## config.mk

```make
export PLATFORM = sky130hd
export DESIGN_NAME = midi_event_encoder
export DESIGN_NICKNAME = d
export VERILOG_FILES = /design/src/rtl/midi_event_encoder.sv
export SDC_FILE = /design/constraint.sdc
export NUM_CORES = 1
export LEC_CHECK = 0
export BUFFER_PORTS_ARGS = -buffer_cell sky130_fd_sc_hd__buf_2
export CAP_MARGIN = 20
export CELL_PAD_IN_SITES_DETAIL_PLACEMENT = 2
export CELL_PAD_IN_SITES_GLOBAL_PLACEMENT = 2
export CORE_MARGIN = 1.5
export CORE_UTILIZATION = 38
export CTS_CLUSTER_SIZE = 12
export DETAILED_ROUTE_END_ITERATION = 10
export GPL_TIMING_DRIVEN = 0
export PLACE_DENSITY_LB_ADDON = 0.1
export SYNTH_ARGS = -nofsm -noshare
export SYNTH_HDL_FRONTEND = slang
export SYNTH_SLANG_ARGS = --single-unit
```

## constraint.sdc

```tcl
create_clock -name clk -period 3 [get_ports clk]
set_clock_uncertainty 0.2 [all_clocks]
set_input_delay 0.15 -clock clk [delete_from_list [all_inputs] [get_ports clk]]
set_output_delay 0.15 -clock clk [all_outputs]
set_load 0.02 [all_outputs]
```

## src/rtl/midi_event_encoder.sv

```systemverilog
// midi_event_encoder
// Turns note-on / note-off requests into a paced serial MIDI byte stream
// (status, data1, data2). Requests go through a small FIFO so that bursts of
// button events are not lost while earlier messages are still being sent.
// Each byte appears for one cycle on midi_data/midi_valid. Consecutive bytes
// of a message are separated by BYTE_GAP idle cycles.
//
// Ports
//   clk, rst       system clock, synchronous active-high reset
//   note_on_req    request a note-on  (note_num, velocity, channel)
//   note_off_req   request a note-off (note_num, channel); wins if both high
//   note_num       MIDI note number 0..127
//   velocity       note-on velocity (ignored for note-off)
//   channel        MIDI channel 0..15
//   req_ready      FIFO not full; requests are accepted only while high
//   req_dropped    one-cycle pulse after a request that was refused
//   midi_data      current MIDI byte; holds its value between strobes
//   midi_valid     one-cycle strobe per byte
//   busy           FIFO non-empty or a message is in flight
module midi_event_encoder #(
  parameter int unsigned FIFO_DEPTH     = 4,
  parameter int unsigned BYTE_GAP       = 16,
  parameter int unsigned RUNNING_STATUS = 0
) (
  input  logic       clk,
  input  logic       rst,
  input  logic       note_on_req,
  input  logic       note_off_req,
  input  logic [6:0] note_num,
  input  logic [6:0] velocity,
  input  logic [3:0] channel,
  output logic       req_ready,
  output logic       req_dropped,
  output logic [7:0] midi_data,
  output logic       midi_valid,
  output logic       busy
);

  localparam int unsigned PTR_W = (FIFO_DEPTH > 1) ? $clog2(FIFO_DEPTH) : 1;
  localparam int unsigned CNT_W = $clog2(FIFO_DEPTH + 1);
  localparam int unsigned GAP_W = $clog2(BYTE_GAP + 1);

  localparam logic [3:0] NOTE_ON_NIB  = 4'h9;
  localparam logic [3:0] NOTE_OFF_NIB = 4'h8;
  localparam logic [7:0] OFF_VELOCITY = 8'h40;

  // One queued request
  typedef struct packed {
    logic       is_on;
    logic [3:0] ch;
    logic [6:0] note;
    logic [6:0] vel;
  } req_t;

  typedef enum logic [2:0] {
    S_IDLE,
    S_LOAD,
    S_STATUS,
    S_DATA1,
    S_DATA2,
    S_GAP
  } state_t;

  // Request FIFO storage and bookkeeping
  req_t             fifo_mem [FIFO_DEPTH];
  logic [PTR_W-1:0] wr_ptr_q;
  logic [PTR_W-1:0] rd_ptr_q;
  logic [CNT_W-1:0] count_q;
  logic [CNT_W-1:0] count_d;

  // Message sequencing
  state_t           state_q;
  state_t           state_d;
  state_t           ret_q;       // byte state to resume after the gap
  state_t           ret_d;
  logic [GAP_W-1:0] gap_q;
  logic [GAP_W-1:0] gap_d;
  req_t             msg_q;
  logic [7:0]       status_q;
  logic [7:0]       status_d;
  logic [7:0]       last_status_q;
  logic [7:0]       last_status_d;

  // Registered outputs
  logic             ready_q;
  logic             dropped_q;
  logic [7:0]       data_q;
  logic [7:0]       data_d;
  logic             valid_q;
  logic             valid_d;
  logic             busy_q;

  logic             req_any;
  logic             push;
  logic             pop;
  req_t             new_req;

  // Request capture; note-off has priority when both requests are high
  always_comb begin
    req_any       = note_on_req | note_off_req;
    push          = req_any & ready_q;
    pop           = (state_q == S_IDLE) && (count_q != '0);
    new_req.is_on = note_on_req & ~note_off_req;
    new_req.ch    = channel;
    new_req.note  = note_num;
    new_req.vel   = velocity;
  end

  // Occupancy update; a simultaneous push and pop leaves count unchanged
  always_comb begin
    count_d = count_q;
    case ({push, pop})
      2'b10:   count_d = count_q + CNT_W'(1);
      2'b01:   count_d = count_q - CNT_W'(1);
      default: count_d = count_q;
    endcase
  end

  // FIFO payload storage (no reset needed; guarded by pointers/count)
  always_ff @(posedge clk) begin
    if (!rst && push) begin
      fifo_mem[wr_ptr_q] <= new_req;
    end
  end

  // Next-state and byte generation
  always_comb begin
    state_d       = state_q;
    ret_d         = ret_q;
    gap_d         = gap_q;
    status_d      = status_q;
    last_status_d = last_status_q;
    valid_d       = 1'b0;
    data_d        = data_q;

    case (state_q)
      S_IDLE: begin
        if (pop) begin
          state_d = S_LOAD;
        end
      end

      S_LOAD: begin
        status_d = msg_q.is_on ? {NOTE_ON_NIB, msg_q.ch} : {NOTE_OFF_NIB, msg_q.ch};
        // Running status skips the status byte when it repeats the last one sent
        if ((RUNNING_STATUS != 0) && (status_d == last_status_q)) begin
          state_d = S_DATA1;
        end else begin
          state_d = S_STATUS;
        end
      end

      S_STATUS: begin
        valid_d       = 1'b1;
        data_d        = status_q;
        last_status_d = status_q;
        gap_d         = GAP_W'(BYTE_GAP);
        ret_d         = S_DATA1;
        state_d       = S_GAP;
      end

      S_DATA1: begin
        valid_d = 1'b1;
        data_d  = {1'b0, msg_q.note};
        gap_d   = GAP_W'(BYTE_GAP);
        ret_d   = S_DATA2;
        state_d = S_GAP;
      end

      S_DATA2: begin
        valid_d = 1'b1;
        data_d  = msg_q.is_on ? {1'b0, msg_q.vel} : OFF_VELOCITY;
        gap_d   = GAP_W'(BYTE_GAP);
        ret_d   = S_IDLE;
        state_d = S_GAP;
      end

      S_GAP: begin
        // Gap spans BYTE_GAP cycles starting with the strobe cycle itself,
        // so strobes land BYTE_GAP+1 cycles apart
        gap_d = gap_q - GAP_W'(1);
        if (gap_q <= GAP_W'(1)) begin
          gap_d   = '0;
          state_d = ret_q;
        end
      end

      default: begin
        state_d = S_IDLE;
      end
    endcase
  end

  // State, FIFO pointers and output registers
  always_ff @(posedge clk) begin
    if (rst) begin
      state_q       <= S_IDLE;
      ret_q         <= S_IDLE;
      gap_q         <= '0;
      msg_q         <= '0;
      status_q      <= 8'h00;
      last_status_q <= 8'h00;
      wr_ptr_q      <= '0;
      rd_ptr_q      <= '0;
      count_q       <= '0;
      ready_q       <= 1'b1;
      dropped_q     <= 1'b0;
      data_q        <= 8'h00;
      valid_q       <= 1'b0;
      busy_q        <= 1'b0;
    end else begin
      state_q       <= state_d;
      ret_q         <= ret_d;
      gap_q         <= gap_d;
      status_q      <= status_d;
      last_status_q <= last_status_d;
      count_q       <= count_d;
      if (push) begin
        wr_ptr_q <= wr_ptr_q + PTR_W'(1);
      end
      if (pop) begin
        rd_ptr_q <= rd_ptr_q + PTR_W'(1);
        msg_q    <= fifo_mem[rd_ptr_q];
      end
      ready_q   <= (count_d != CNT_W'(FIFO_DEPTH));
      dropped_q <= req_any & ~ready_q;
      data_q    <= data_d;
      valid_q   <= valid_d;
      busy_q    <= (count_d != '0) || (state_d != S_IDLE);
    end
  end

  assign req_ready   = ready_q;
  assign req_dropped = dropped_q;
  assign midi_data   = data_q;
  assign midi_valid  = valid_q;
  assign busy        = busy_q;

endmodule
```

### Word level (Yosys, flattened, before mapping)

Memory sizes are Yosys's and may differ from the RTL's. A register that Yosys moved wholly into a read port is not among the register bits.
Index checks and enable logic that the tools add are counted.

| cells by class | value |
|---|---|
| add/subtract/negate cells | 5 |
| multiply operators | 0 |
| divide/modulo/power cells | 0 |
| $lt $le $gt $ge | 1 |
| eq/ne operators | 8 |
| shifts and indexed selects | 0 |
| muxes and demuxes | 13 |
| bitwise gates (word level) | 6 |
| reduce and logical (&&, ||, !) cells | 11 |

Operators with widths:

| kind | number |
|---|---|
| 8-bit case mux with 3 select lines | 1 |
| 3-bit case mux with 4 select lines | 1 |
| 3-bit nonzero test | 4 |
| 5-bit 2-to-1 mux | 2 |
| 5-bit case mux with 2 select lines | 1 |
| 3-bit case mux with 3 select lines | 1 |
| 7-bit 2-to-1 mux | 1 |
| 3-bit by 2-bit == test with 1-bit output (second input constant) | 2 |
| 3-bit == test (second input constant) | 2 |
| 3-bit 2-to-1 mux | 2 |
| 3-bit case mux with 2 select lines | 1 |
| 5-bit by 1-bit less-or-equal comparator with 1-bit output (second input constant) | 1 |
| 5-bit by 1-bit subtractor with 5-bit output (second input constant) | 1 |
| 2-bit by 1-bit adder with 2-bit output (second input constant) | 2 |
| 3-bit by 1-bit adder with 3-bit output (second input constant) | 1 |
| 1-bit bitwise AND | 3 |
| 3-bit by 1-bit == test with 1-bit output (second input constant) | 1 |
| 3-bit logical NOT | 1 |
| 1-bit 2-to-1 mux | 3 |
| 3-bit != test (second input constant) | 1 |
| 3-bit OR reduction | 1 |
| 3-bit by 1-bit subtractor with 3-bit output (second input constant) | 1 |
| 2-bit by 1-bit == test with 1-bit output (second input constant) | 1 |
| 2-bit == test (second input constant) | 1 |
| 6 further kinds | 8 |

| word-level totals | value |
|---|---|
| bits in registers | 38 |
| latch bits | 0 |
| bits in writable memories | 76 |
| memory bits (read-only) | 0 |
| bits of input ports | 22 |
| word-level logic and storage cells | 57 |
| memories | 1 |

Memories:

| name | words | width | rd ports | clocked after Yosys merged registers in | wr ports | RTL line | RTL |
|---|---|---|---|---|---|---|---|
| fifo_mem | 4 | 19 | 1 | 1 | 1 | 65 | `req_t fifo_mem [FIFO_DEPTH];` |

### Depth between registers and ports, before layout

| logic depth | value |
|---|---|
| depth in word-level cells | 6 |
| gate-level depth with buffers | 12 |
| mapped depth without buffers | 10 |

### Worst setup path before layout

Ideal clock, no wire load.

| path | value |
|---|---|
| path type | register to register |
| start point | reg state_q[1] |
| end point | reg busy_q (netlist: busy) |
| library setup time | 0.134 ns |
| arrival time | 2.620 ns |
| data required time | 2.666 ns |
| slack | 0.046 ns |
| stages on the path, launching flop included | 13 |
| buffers on the path | 2 |
| period minus slack after synthesis | 2.954 ns |
| cell sequence | dfxtp_1 buf_4 nor3_1 nand2b_1 inv_1 clkbuf_1 ha_1 inv_1 fa_1 xor2_1 xor2_1 a221oi_1 or4_1 |

| between the ends | value |
|---|---|
| cells in the longest elaborated chain, start to end | 6 |
| elaborated cells between the ends (all ways) | 17 |
| classes of those cells | eq/ne: 7; mux: 4; reduce/logical: 6 |

RTL lines:

| item | RTL line | RTL |
|---|---|---|
| start: declaration | 72 | `state_t state_q;` |
| start signal: assignment | 212 | `state_q <= state_d;` |
| 3-bit logical NOT * | 102 | `pop = (state_q == S_IDLE) && (count_q != '0);` |
| 1-bit logical AND * | 102 |  |
| via pop | 95 | `logic pop;` |
| 2-bit by 1-bit == test with 1-bit output, or another cell as far along | 112 | `case ({push, pop})` |
| 3-bit case mux with 2 select lines / 3-bit case mux with 4 select lines (equally long branches) | 112, 136 |  |
| 3-bit nonzero test | 229 | `busy_q <= (count_d != '0) \|\| (state_d != S_IDLE);` |
| 1-bit logical OR * | 229 |  |
| end signal: assignment | 229 |  |
| end: declaration | 91 | `logic busy_q;` |

The timed path passes the listed nets; every way through them passes the cells marked *.
A chain may end at the register's enable or synchronous reset.

### Worst setup path in the final report

| path | value |
|---|---|
| start point | reg state_q[0] |
| end point | reg busy_q (netlist: busy) |

| between the ends | value |
|---|---|
| cells in the longest elaborated chain, start to end | 6 |
| elaborated cells between the ends (all ways) | 17 |
| classes of those cells | eq/ne: 7; mux: 4; reduce/logical: 6 |

RTL lines:

| item | RTL line |
|---|---|
| 3-bit logical NOT | 102, 136 |
| 1-bit logical AND | 102 |
| 2-bit by 1-bit == test with 1-bit output, or another cell as far along | 112 |
| 3-bit case mux with 2 select lines / 3-bit case mux with 4 select lines (equally long branches) | 112, 136 |
| 3-bit nonzero test | 229 |
| 1-bit logical OR * | 229 |

Mark *: on every way between the ends. The rest lies on a longest branch, timed or not.

==> impl_metrics.yaml <==
run_status:
  status: "completed"
worst_hold_path:
  hold_path.class: "input pin to flip-flop"
  hold_depth: 2
  worstHoldStart: "rst"
timing:
  final.setup.tns_ns: 0
  final_max_slew_viol_count: 0
  final_hold_viol_count: 0
  worstMarginPinSlew_ns: 1.064
  slew_headroom: 0.2906
  min_period_ns: 2.892
  finalCritPeriodShare: 0.9639
  setup_viol: 0
  clock.fmax_mhz: 345.8
layout:
  final_nets: 488
  regArea_sq_um: 3363
  multi_input_area_sq_um: 1624
  final_util: 0.4952
  drive_above_1_share: 0.2166
  area_growth_pct: 25.43
  diodes: 0
  nFillCells: 1204
  stdcell_count: 643
routing:
  detail-route-antenna-nets: 0
  drt_iter0_drc: 148
  vias: 3232
  wirelength_um: 12210
  drt_first_pass_iters: 4
  wl_per_cell_um: 18.99
  via_per_inst: 5.026
  drc: 0
yosys:
  synth_fp_nets: 414
  netlist_area_sq_um: 5064
  synth_ff_type: "edfxtp_1"
  synthArstFlopShare: 0
  synth_cell_types: 41
  synth_edf_count: 76
  synthTopCellsByCount: "76 x edfxtp_1, 54 x dfxtp_1, 52 x nand2_1"
  yosysSeqAreaShare: 0.6642
  synth_area_leader_cell: "edfxtp_1"
  yosysMostFrequentCell: "edfxtp_1"
  ys_warn_count: 0
  synth_cells: 384
  ys_seq_elements: 130
  synth.area.top_cells: "edfxtp_1 45%, dfxtp_1 21%, mux4_2 8.5%, a21oi_1 4.3%, nand2_1 3.9%"
  avgSynthCellArea_sq_um: 13.19
  netlist.area_leader.share: 0.4507
grt:
  grt_start_max_net_pins: 20
  gr-total-overflow: 0
  grt_util_met2: 0.3281
  grt_antenna_before_repair: 0
  busiest_layer: "met2"
  grt.total_usage: 0.1900
  grt_util_met1: 0.2310
  grt_pass1_wl_um: 20070
  grt_pass1_vias: 3648
  met3_usage: 0.05695
worst_setup_path:
  cp_cell_sequence: "buf_4, nor3_4, nand2b_1, clkinvlp_4, ha_4, inv_1, fa_2, nor2b_4, and2_4, a221oi_1, or4_4"
  worstPathMaxFanout: 7
  cp-start-kind: "flip-flop"
  r2r_start: "state_q[0]$_SDFF_PP0_"
  reg2regPathDepth: 11
  crit_path_start: "state_q[0]$_SDFF_PP0_"
  worst_path_max_delay_cell: "or4_4"
  critPathKind: "flip-flop to flip-flop"
  max_stage_delay_ns: 0.54
  cp-end-kind: "flip-flop"
  path_buf_inv: 3
  critPathRequiredTime_ns: 3.08
  worstSetupPathDepth: 11
  crit_arrival_ns: 2.98
  cpLargestDelayFamily: "simple AND/OR/NAND/NOR gates"
clock_network:
  ctsRootBufferMaster: "clkbuf_16"
  clock_path_buffers: 2
  htreeDepth: 4
  cts_sinks: 130
  insertion_delay_ns: 0.41
  cts_buffers: 17
  cts_tree: "done"
  clk_pin_slew_ns: 0.06
power_and_ir_drop:
  cellLeakagePower_nw: 2.226
  p_comb_frac: 0.267
  pwr-share-clk: 0.343
  seqPwrFrac: 0.390
  p_sw_frac: 0.3162
  power.density_nw_per_um2: 982.2
  p_int_mw: 4.265
  finalPower_mw: 6.238
  vdd_drop_max_v: 0.0008102
  p_switching_mw: 1.972
place:
  io_buffers: 32
  dp_hpwl_um: 8062
  place_inst: 588
  gp_congestion: 0.7260
run:
  maxCapViolations: 0
floorplan:
  die-height_um: 118.4
  num_rows: 41
  die_area_sq_um: 14030
  io_pins: 34
  start_util: 0.3948
  core_sq_um: 12820
  die_x_um: 118.4
[path summary, 6_finish.rpt]
path,end,slack [ns]
worst max-delay path,busy$_SDFF_PP0_,0.11
worst min-delay path,state_q[1]$_SDFF_PP0_,0.04
worst max register to register,busy$_SDFF_PP0_,0.11
worst min register to register,msg_q[5]$_SDFFE_PP0P_,0.26
[power groups by stage]
stage	registers [mW]	logic (mW)	clock network (mW)
5_1_grt	2.48	1.87	2.26
3_3_place_gp	2.44	1.46	0
3_5_place_dp	2.47	1.50	0
4_1_cts	2.43	1.57	2.18
6_report	2.43	1.67	2.14
2_1_floorplan	2.44	1.03	0
[state kept, by name (all words and copies together), names as in the netlist]
name and cells:
midi_data 8, gap_q 5, fifo_mem 76, busy 1, status_q 6, wr_ptr_q 2, ret_q 2, midi_valid 1
state_q 3, req_dropped 1, req_ready 1, count_q 3, msg_q 19, rd_ptr_q 2
[stage by stage]
step           instance area (sq um)  hold slack, ns  setup slack (ns)
3_5_place_dp                    5439          0.1651           -0.5810
3_3_place_gp                    5439          0.1604           -0.5290
2_1_floorplan                   5064         0.04887           0.04581
5_1_grt                         6351         0.07658          -0.02559
6_report                        6351         0.03923            0.1082
4_1_cts                         6281         0.01135           0.01190
[area by class of cell]
class	count	area share
plain buffers	20	0.01438
repair buffers	56	0.06186
clock inverters	15	0.03054
inverters	11	0.007092
flip-flops and latches	130	0.5296
clock buffers	17	0.06698
well taps	172	0.03388
multi-input cells	222	0.2557
[cell usage in the layout, fill, tap and decap left out, types with 3 or more instances in the layout]
cell / synthesis / routed
bufinv_16: 0 / 3
clkbuf_16: 0 / 17
xnor2_1: 3 / 3
clkinv_4: 0 / 3
buf_4: 2 / 4
dfxtp_1: 54 / 54
edfxtp_1: 76 / 76
xor2_1: 4 / 3
inv_1: 11 / 10
or3_1: 4 / 4
mux4_2: 19 / 19
ha_1: 7 / 6
dlygate4sd3_1: 0 / 21
buf_2: 4 / 36
nor2_1: 24 / 24
mux2i_1: 7 / 7
nor2b_1: 6 / 5
nand2_1: 52 / 52
clkbuf_1: 15 / 14
nor3_1: 14 / 12
a21oi_1: 44 / 44
o21ai_0: 4 / 4
and2_1: 7 / 6
inv_6: 0 / 5
[cell families after synthesis]
logic type	share of synthesized area
compound gates	0.06869
xor+xnor	0.01211
fa+ha+maj	0.02125
buf+inv	0.02619
flops	0.6642
mux	0.09834
simple gates	0.1092
[repair_timing]
action / 4_1_cts / 5_1_grt
hold buffers: 21 / 0
pin swaps: 0 / 3
endpoints found under the hold margin: 77 / 0
endpoints found under the setup margin: 3 / 2
resized for setup: 2 / 12
buffers inserted: 1 / 2
[worst register-to-register path, stage by stage (launching register included)]
cell and delay, ns:
dfxtp_1 0.30, buf_4 0.16, nor3_4 0.19, nand2b_1 0.13, clkinvlp_4 0.13, ha_4 0.15, inv_1 0.05, fa_2 0.52
nor2b_4 0.14, and2_4 0.15, a221oi_1 0.09, or4_4 0.55
[routing by layer]
layer,up-vias,part of all wire
met2,44,0.52
met1,1627,0.44
met5,-,0
met4,0,0.010
li1,1552,-
met3,9,0.029
(Power assumes the default switching activity.)
